## src/rtl/maxnet_job_sequencer_pkg.sv

```systemverilog
// Shared definitions for the Maxnet job sequencer: FSM state encoding and default widths.
package maxnet_job_sequencer_pkg;

  typedef enum logic [1:0] {
    S_IDLE  = 2'd0,
    S_START = 2'd1,
    S_WAIT  = 2'd2,
    S_RESP  = 2'd3
  } state_e;

  localparam int DEF_DATA_W = 32;

endpackage

```

## src/rtl/maxnet_job_sequencer_rise_detect.sv

```systemverilog
// Rising-edge detector for a level input. The history flop resets to 1 so that a
// level already high when reset is released is not reported as an edge.
module maxnet_job_sequencer_rise_detect (
  input  logic clk,
  input  logic rst,
  input  logic in,
  output logic rise
);

  logic in_q;

  always_ff @(posedge clk or negedge rst) begin
    if (!rst) in_q <= 1'b1;
    else      in_q <= in;
  end

  assign rise = in & ~in_q;

endmodule

```

## src/rtl/maxnet_job_sequencer.sv

```systemverilog
// Initiator side of the Maxnet core start/done handshake: accepts a job, pulses
// core_start, waits for done (or times out) and hands the captured maximum downstream.
module maxnet_job_sequencer
  import maxnet_job_sequencer_pkg::*;
#(
  parameter int DATA_W     = DEF_DATA_W,
  parameter int START_HOLD = 10,
  parameter int TIMEOUT    = 1024,
  parameter int CNT_W      = 16
) (
  input  logic              clk,
  input  logic              rst,
  input  logic              req_valid,
  output logic              req_ready,
  output logic              core_start,
  input  logic              core_done,
  input  logic [DATA_W-1:0] core_max,
  output logic              res_valid,
  input  logic              res_ready,
  output logic [DATA_W-1:0] res_data,
  output logic              res_timeout,
  output logic              busy,
  output logic [CNT_W-1:0]  job_count
);

  localparam logic [CNT_W-1:0] HOLD_LAST = CNT_W'(START_HOLD - 1);
  localparam logic [CNT_W-1:0] TO_LAST   = CNT_W'(TIMEOUT - 1);

  state_e           state;
  logic [CNT_W-1:0] cnt;
  logic             done_seen;
  logic             done_rise;

  maxnet_job_sequencer_rise_detect u_done_rise (
    .clk  (clk),
    .rst  (rst),
    .in   (core_done),
    .rise (done_rise)
  );

  assign busy      = (state != S_IDLE);
  assign req_ready = (state == S_IDLE);

  // One counter serves both the start-hold window and the done timeout.
  always_ff @(posedge clk or negedge rst) begin
    if (!rst) begin
      state       <= S_IDLE;
      cnt         <= '0;
      done_seen   <= 1'b0;
      core_start  <= 1'b0;
      res_valid   <= 1'b0;
      res_data    <= '0;
      res_timeout <= 1'b0;
      job_count   <= '0;
    end else begin
      case (state)
        S_IDLE: begin
          if (req_valid) begin
            cnt        <= '0;
            done_seen  <= 1'b0;
            core_start <= 1'b1;
            state      <= S_START;
          end
        end
        S_START: begin
          if (done_rise) done_seen <= 1'b1;
          if (cnt == HOLD_LAST) begin
            core_start <= 1'b0;
            cnt        <= '0;
            // A done edge seen while start was held (including this cycle) completes the job.
            if (done_seen || done_rise) begin
              res_data    <= core_max;
              res_timeout <= 1'b0;
              res_valid   <= 1'b1;
              state       <= S_RESP;
            end else begin
              state <= S_WAIT;
            end
          end else begin
            cnt <= cnt + 1'b1;
          end
        end
        S_WAIT: begin
          if (done_rise) begin
            res_data    <= core_max;
            res_timeout <= 1'b0;
            res_valid   <= 1'b1;
            state       <= S_RESP;
          end else if (cnt == TO_LAST) begin
            res_data    <= '0;
            res_timeout <= 1'b1;
            res_valid   <= 1'b1;
            state       <= S_RESP;
          end else begin
            cnt <= cnt + 1'b1;
          end
        end
        S_RESP: begin
          if (res_ready) begin
            res_valid <= 1'b0;
            job_count <= job_count + 1'b1;
            state     <= S_IDLE;
          end
        end
        default: state <= S_IDLE;
      endcase
    end
  end

endmodule

```

## config.mk

```make
export PLATFORM = sky130hd
export DESIGN_NAME = maxnet_job_sequencer
export DESIGN_NICKNAME = d
export VERILOG_FILES = /design/src/rtl/maxnet_job_sequencer_pkg.sv /design/src/rtl/maxnet_job_sequencer_rise_detect.sv /design/src/rtl/maxnet_job_sequencer.sv
export SDC_FILE = /design/constraint.sdc
export NUM_CORES = 1
export LEC_CHECK = 0
export CORE_ASPECT_RATIO = 1.75
export CORE_MARGIN = 8
export CORE_UTILIZATION = 30
export CTS_CLUSTER_DIAMETER = 100
export CTS_CLUSTER_SIZE = 14
export DETAILED_ROUTE_END_ITERATION = 10
export SKIP_LAST_GASP = 1
export SLEW_MARGIN = 10
export SYNTH_ARGS = -nofsm -noshare
export SYNTH_HDL_FRONTEND = slang
export SYNTH_SLANG_ARGS = --single-unit
```

## constraint.sdc

```tcl
create_clock -name clk -period 3.8 [get_ports clk]
set_input_delay 0.76 -clock clk [delete_from_list [all_inputs] [get_ports clk]]
set_output_delay 0.76 -clock clk [all_outputs]
set_load 0.05 [all_outputs]
```

==> results of run 1 <==
==> state kept, by name, summed over array words and instances, names as in the netlist <==
signal            flops
core_start            1
cnt                  16
done_seen             1
job_count            16
u_done_rise.in_q      1
state                 2
res_timeout           1
res_data             32
res_valid             1
==> cells in the mapped netlist, drive strengths merged (6+ instances only) <==
library cell | number | share of area (%)
and3 | 6 | 1.1
nor2 | 17 | 1.9
a22o | 41 | 11
buf | 11 | 2.7
dfrtp | 70 | 53
nand4 | 7 | 1.3
nand2 | 15 | 1.8
nand3 | 12 | 1.8
inv | 12 | 1.4
a21o | 8 | 1.8
xnor2 | 11 | 2.9
o21ai | 8 | 1.2
ha | 8 | 3.0
==> metrics by stage <==
stage               setup WS [ps]  util, %  std cells  hold slack (ps)
floorplan                    1620        -        285              464
global placement              810     39.9        492              462
detailed placement            724     39.9        492              465
CTS                           882     42.4        507              473
global route                  736     42.4        507              482
finish                        898     42.4        507              465
==> layout make-up <==
class	instances	area, µm²	area share (%)
repair buffers	91	903	19.9
flip-flops and latches	71	1780	39.2
clock buffers	13	260	5.73
well taps	130	163	3.58
inverters	12	45.0	0.992
multi-input cells	188	1380	30.3
clock inverters	2	16.3	0.358
==> power groups by stage <==
stage / Combinational, mW / Clock (mW) / Sequential, mW
after CTS: 0.175 / 0.796 / 0.785
after global placement: 0.173 / 0 / 0.798
after floorplan: 0.0163 / 0 / 0.859
after global routing: 0.180 / 0.827 / 0.787
final: 0.171 / 0.774 / 0.785
after detailed placement: 0.174 / 0 / 0.798
==> kinds of logic (layout without fill, tap and decap cells) <==
kind of cell | after synthesis | count (layout)
AO/OA/AOI/OAI | 82 | 82
XOR/XNOR | 15 | 15
adder cells (fa/ha/maj) | 8 | 8
buffers and inverters | 26 | 118
flip-flops | 71 | 71
multiplexers | 2 | 2
AND/OR/NAND/NOR | 81 | 81
==> metal layers <==
metal	share of wire (%)	GRT usage [%]	vias up	wire (µm)
met5	0	0	-	0
met4	1.4	4.94	0	122
met3	6.7	3.34	8	593
met2	53	21.3	66	4680
met1	39	14.1	1297	3470
li1	-	-	1229	-
==> worst max path at each step <==
stage,to,depth (start not counted)
global route,cnt[5],5
CTS,cnt[5],5
global placement,res_data[25],6
finish,cnt[5],5
floorplan,busy,3
detailed placement,res_data[5],6
==> results.yml, run 1 <==
run_status:
  status: "complete, no violations"
setup_path:
  max_stage_delay_ps: 710
  crit_family: "simple AND/OR/NAND/NOR gates"
  crit_arrival_ps: 3110
  worstReg2RegEnd: "cnt[5]"
  path_cells: "or4_4 -> nor4_4 -> o31a_1 -> nor2_1 -> a22o_1"
  r2r_start: "cnt[10]"
  cp_slowest_cell: "o31a_1"
  crit_start: "cnt[10]"
  worst-path-buf-inv: 0
  setup.worst_path.class: "flip-flop to flip-flop"
  setup.worst_path.end_class: "flip-flop"
  cp.required_ps: 4010
  r2r_slack_ps: 900
  cp_max_fo: 19
  worstRegToRegCells: 5
  start_kind: "flip-flop"
clock_network:
  hold_buffers: 0
  post-cts-setup-buffers: 0
  cts_max_path_buffers: 2
  insertion_delay_ps: 330
  cts_sinks: 71
  numCtsBuffers: 9
  cts_resized: 0
  cts_tree: "done"
  clkTransAtPathRegs_ps: 50
  root_buffer: "clkbuf_16"
  htree_levels: 3
global_route:
  grt_pass1_vias: 2747
  grt_max_degree: 72
  grt_usage_pct: 12.5
  grt_pass1_wl_um: 14400
  gr-total-overflow: 0
  antenna_found_initial: 0
job:
  cap_violations: 0
cells_and_area:
  final_cell_mix: "clkdlybuf4s50_1 (88), dfrtp_1 (70), a22o_1 (41)"
  nNetsFinal: 418
  drive_gt1_share_pct: 7.96
  num_antenna_cells: 0
  final_common_cell: "clkdlybuf4s50_1"
  nFillCells: 1012
  design_area_um2: 4540
  area_growth_pct: 37.7
timing:
  worst_slew_pin_slew_ps: 908
  setup_tns_ps: 0
  fin_crit_sh_pct: 76.4
  drv_slew: 0
  finalSetupViolCount: 0
  layout_min_cycle_time_ps: 2900
  relSlewSlack_pct: 39.5
  hold_viol: 0
  finClkSkew_ps: 5.86
  fmax_mhz: 345
  rsz0062_at_grt: "no"
pwr:
  p_clk_share_pct: 44.7
  p_leak_nw: 1.92
  peakVddDrop_mv: 0.234
  power_mw: 1.73
  p_int_mw: 1.32
  switching_share_pct: 23.5
  pwr-share-comb_pct: 9.9
  p_sw_uw: 407
  p_per_area_nw_per_um2: 381
  p_seq_share_pct: 45.4
placed_design:
  port_buffers: 89
  place.gp.congestion: 0.847
  post_dp_cell_area_um2: 4260
  dp_hpwl_um: 6450
drt:
  vias: 2600
  routed_via_density: 5.13
  post_drt_wl_per_cell_um: 17.5
  drtIter0Drc: 123
  firstDrtPassIters: 4
  antenna_left: 0
  post-route-drc-count: 0
  finalWirelength_um: 8870
die:
  die_w_um: 95.3
  die_y_um: 155
  io_pins: 90
  rows: 50
  start_util_pct: 30.8
  core-area_um2: 10700
  die_area_um2: 14700
synth:
  syn-cell-area_um2: 3300
  synth_top_family_by_area: "compound AO/OA/AOI/OAI gates"
  synth_edf_count: 0
  yosys.area_share.adder_pct: 3.03
  synth.avg_cell_area_um2: 11.6
  synth-seq-area-share_pct: 53.9
  synth_xor_area_share_pct: 3.98
  synthFlopType: "dfrtp_1"
  muxShareOfSynthArea_pct: 0.683
  synth_cells: 285
  synthArstFlopShare_pct: 100
  yosys_warnings: 0
  synth-seq-cells: 71
  yosys.cell_types.count: 52
  yosys.area_share.simple_pct: 13.5
  synthesis.nets: 330
  synth-compound-area-share_pct: 20.5
worst_hold_path:
  hp-start: "job_count[15]"
  holdPathEnd: "job_count[15]"
  worstHoldPathType: "flip-flop to flip-flop"
  whs_path_depth: 1
Note: power is estimated with default switching activity, not from simulation.
==> inputs of run 2 (changes only) <==
clock period = 2.35 ns   (was 3.8 ns; I/O delays follow)
==> run 2 against run 1 <==
Against the previous run: critical path depth is 1 higher; clock skew is 0.86 ps lower; final cell count is 3.2% higher; sequential share of layout area is 1.3 points lower; maximum frequency is 29% higher; power is 66% higher; final area is 3.3% higher; highest routed layer unchanged.
==> results.yml, run 2 (synthesis gave the netlist of run 1 again) <==
drt:
  routed_via_density: 5.13
  drtIter0Drc: 139
  post-route-drc-count: 0
  antenna_left: 0
  finalWirelength_um: 9060
  firstDrtPassIters: 4
  post_drt_wl_per_cell_um: 17.3
  vias: 2681
timing:
  fin_crit_sh_pct: 96.0
  setup_ws_ps: 93.3
  layout_min_cycle_time_ps: 2260
  hold_viol: 0
  fin_hold_ws_ps: 267
  setup_tns_ps: 0
  fmax_mhz: 443
  relSlewSlack_pct: 38.2
  finalSetupViolCount: 0
  rsz0062_at_grt: "no"
  drv_slew: 0
  worst_slew_pin_slew_ps: 927
  finClkSkew_ps: 5.00
die:
  die_w_um: 95.3
  io_pins: 90
  rows: 50
  die_area_um2: 14700
  core-area_um2: 10700
  start_util_pct: 30.8
  die_y_um: 155
placed_design:
  place.gp.congestion: 0.845
  post_dp_cell_area_um2: 4400
  port_buffers: 89
  dp_hpwl_um: 6730
  place_ws_ps: -6.33
clock_network:
  htree_levels: 3
  cts_max_path_buffers: 2
  cts_sinks: 71
  hold_buffers: 0
  cts_resized: 0
  clkTransAtPathRegs_ps: 50
  insertion_delay_ps: 330
  numCtsBuffers: 9
  root_buffer: "clkbuf_16"
  cts_tree: "done"
  post-cts-setup-buffers: 0
setup_path:
  start_kind: "flip-flop"
  cp_slowest_cell: "or4_4"
  cp.required_ps: 2560
  crit_arrival_ps: 2470
  setup.worst_path.end_class: "flip-flop"
  setup.worst_path.class: "flip-flop to flip-flop"
  path_cells: "or4_4 -> nor4_4 -> o31a_1 -> buf_4 -> o2bb2a_2 -> o41ai_1"
  cp_max_fo: 14
  r2r_slack_ps: 90
  max_stage_delay_ps: 560
cells_and_area:
  largest_register_ffs: 32
  design_area_um2: 4690
  fin_util_pct: 43.9
  drive_gt1_share_pct: 12.7
  nNetsFinal: 433
  final_common_cell: "clkdlybuf4s50_1"
  nFillCells: 991
  top_register: "res_data"
  num_antenna_cells: 0
  reg_top3: "res_data x32, cnt x16, job_count x16"
  final_cell_mix: "clkdlybuf4s50_1 (86), dfrtp_1 (70), a22o_1 (41)"
  area_growth_pct: 42.3
job:
  cap_violations: 0
global_route:
  antenna_found_initial: 0
  grt_usage_pct: 12.5
  grt_max_degree: 72
  gr-total-overflow: 0
  grt_pass1_vias: 2772
  grt_pass1_wl_um: 14400
pwr:
  p_per_area_nw_per_um2: 612
  p_leak_nw: 2.02
  peakVddDrop_mv: 0.442
worst_hold_path:
  worstHoldPathType: "input port to async pin"
run_status:
  status: "complete, no violations"
-- run 2: changes by cell type in the layout (fill, tap and decap cells not counted), sizes merged --
cell and change:
bufinv +1, clkinv +3, clkdlybuf4s50 -2, buf +17, clkbuf -3
-- run 2: layout make-up --
class                   instances  area [µm²]  area share [%]
multi-input cells             188        1380            29.4
repair buffers                106        1040            22.1
clock inverters                 6        61.3            1.31
well taps                     130         163            3.47
inverters                      12        45.0           0.960
flip-flops and latches         71        1780            37.9
clock buffers                  10         229            4.88
-- run 2: report_power, final --
group / internal [mW] / switching [mW] / total (mW)
combinational: 0.119 / 0.158 / 0.278
clock: 0.817 / 0.507 / 1.32
sequential: 1.25 / 0.0172 / 1.27
-- run 2: worst max-delay path: cells and delay by family (launching register included) --
family | cells | cell delay, ps
and+or+nand+nor | 2 | 920
DFF | 1 | 380
buffers and inverters | 1 | 260
AOI/OAI and AO/OA | 3 | 580
-- run 2: per-layer routing --
layer  vias to the layer above  global-route usage (%)  wire (µm)
met2                        79                    21.6       4880
met4                         0                    4.27        106
met5                         -                       0          0
met1                      1338                    13.8       3500
li1                       1256                       -          -
met3                         8                    3.97        565
-- run 2: final timing paths --
path,startpoint,cells past startpoint,end
worst min register to register,job_count[15],1,job_count[15]
worst min-delay path,rst,1,cnt[8]
worst max register to register,cnt[10],6,cnt[12]
max in group asynchronous,rst,1,res_data[0]
min in group clk,job_count[15],1,job_count[15]
worst max-delay path,cnt[10],6,cnt[12]
-- run 2: metrics by stage --
stage,std cells,power [mW]
6_report,523,2.87
2_1_floorplan,285,1.42
5_1_grt,523,2.98
4_1_cts,523,2.91
3_3_place_gp,507,1.57
3_5_place_dp,507,1.57
==> inputs of run 3 (changes only) <==
MAX_ROUTING_LAYER = met4   (was default)
REMOVE_ABC_BUFFERS = 1   (was default)
==> run 3 against run 2 <==
Against the previous run: final cell count grew 0.38%; clock power grew 3%; hold slack lost 150 ps; maximum frequency grew 0.91%; sequential cell count is the same; first-iteration DRC count shrank 27%; power grew 1.4%; utilization grew 0.40 points; largest power group unchanged.
==> results.yml, run 3 (synthesis gave the netlist of run 1 again) <==
run_status:
  status: "complete, no violations"
pwr:
  peakVddDrop_mv: 0.419
  p_seq_share_pct: 43.6
  power_mw: 2.91
  p_per_area_nw_per_um2: 615
  pwr-share-comb_pct: 9.6
  p_sw_uw: 664
  switching_share_pct: 22.8
  p_int_mw: 2.25
  p_clk_share_pct: 46.8
  p_leak_nw: 2.04
clock_network:
  cts_max_path_buffers: 2
  insertion_delay_ps: 330
  cts_sinks: 71
  cts_tree: "done"
  root_buffer: "clkbuf_16"
  clkTransAtPathRegs_ps: 60
  htree_levels: 3
  hold_buffers: 0
  numCtsBuffers: 9
cells_and_area:
  layout.cells.non_filler: 525
  final_cell_mix: "clkdlybuf4s50_1 (86), dfrtp_1 (70), a22o_1 (41)"
  top_register: "res_data"
  nFillCells: 994
  final_common_cell: "clkdlybuf4s50_1"
  nNetsFinal: 436
  drive_gt1_share_pct: 13.2
  fin_util_pct: 44.3
  largest_register_ffs: 32
  reg_top3: "res_data x32, cnt x16, job_count x16"
  num_antenna_cells: 0
  area_growth_pct: 43.6
die:
  die_y_um: 155
  core-area_um2: 10700
  die_area_um2: 14700
  io_pins: 90
  rows: 50
  start_util_pct: 30.8
  die_w_um: 95.3
global_route:
  grt_max_degree: 51
  grt_pass1_vias: 2849
  gr-total-overflow: 0
  antenna_found_initial: 0
  grt_pass1_wl_um: 14700
  grt_usage_pct: 13.2
timing:
  finClkSkew_ps: 2.92
  relSlewSlack_pct: 60.3
  drv_slew: 0
  finalSetupViolCount: 0
  fin_crit_sh_pct: 95.2
  worst_slew_pin_slew_ps: 591
  rsz0062_at_grt: "no"
  layout_min_cycle_time_ps: 2240
  fin_hold_ws_ps: 122
  setup_ws_ps: 114
  fmax_mhz: 447
  hold_viol: 0
placed_design:
  dp_hpwl_um: 6760
  port_buffers: 89
  place_ws_ps: 12.0
  dp_cells: 508
  place.gp.congestion: 0.860
drt:
  firstDrtPassIters: 4
  antenna_left: 0
  drtIter0Drc: 102
  routed_via_density: 5.18
  vias: 2721
  finalWirelength_um: 9070
  post_drt_wl_per_cell_um: 17.3
  post-route-drc-count: 0
setup_path:
  cp_max_fo: 14
  crit_start: "cnt[10]"
  setup.worst_path.class: "flip-flop to flip-flop"
  worstRegToRegCells: 6
  r2r_slack_ps: 110
  setup.worst_path.end_class: "flip-flop"
  cp.required_ps: 2550
  worstReg2RegEnd: "cnt[7]"
  endpoint: "cnt[7]"
  r2r_start: "cnt[10]"
  crit_arrival_ps: 2440
  start_kind: "flip-flop"
job:
  cap_violations: 0
worst_hold_path:
  worstHoldPathType: "input port to async pin"
## run 3: cell type report
cell class | count | area [µm²] | share of cell area [%]
clock buffer | 12 | 256 | 5.42
clock inverter | 3 | 42.5 | 0.899
inverter | 12 | 45.0 | 0.951
multi-input combinational | 188 | 1380 | 29.2
sequential | 71 | 1780 | 37.6
tap | 130 | 163 | 3.44
timing repair buffer | 109 | 1070 | 22.6
## run 3: how the worst min path moves through the flow
stage | depth (start not counted) | end | from
detailed placement | 1 | job_count[15] | job_count[15]
global placement | 1 | job_count[15] | job_count[15]
floorplan | 0 | cnt[0] | rst
finish | 1 | job_count[14] | rst
global route | 1 | job_count[15] | rst
CTS | 1 | job_count[14] | rst
## run 3: per-layer routing
layer | track usage [%] | share of wire [%] | routed length [µm] | up-vias
met5 | - | 0 | 0 | -
met4 | 6.14 | 2.6 | 235 | 0
met3 | 3.49 | 6.8 | 613 | 16
met2 | 21.8 | 51 | 4630 | 82
met1 | 14.2 | 40 | 3590 | 1356
li1 | - | - | - | 1267
## run 3: worst max-delay path, stage by stage (launching register included)
cell	delay (ps)
dfrtp_1	370
or4_4	540
nor4_4	420
o31a_1	270
buf_4	250
o2bb2a_4	180
o41ai_1	60
## run 3: metrics by stage
stage                     cell area (µm²)  TNS, ps
after CTS                            4710        0
after detailed placement             4410        0
after floorplan                      3200     -182
after global placement               4410        0
after global routing                 4730        0
final                                4730        0
## run 3: power by group through the flow
stage | clock [mW] | sequential [mW] | combinational [mW]
after floorplan | 0 | 1.39 | 0.0263
after global placement | 0 | 1.29 | 0.282
after detailed placement | 0 | 1.29 | 0.285
after CTS | 1.40 | 1.27 | 0.286
after global routing | 1.45 | 1.27 | 0.295
final | 1.36 | 1.27 | 0.280
## run 3: what timing repair did
item                       in CTS  in global routing
setup endpoints to repair       0                  7
buffers inserted                0                  2
gates resized for setup         0                  1
hold endpoints to repair        0                  0
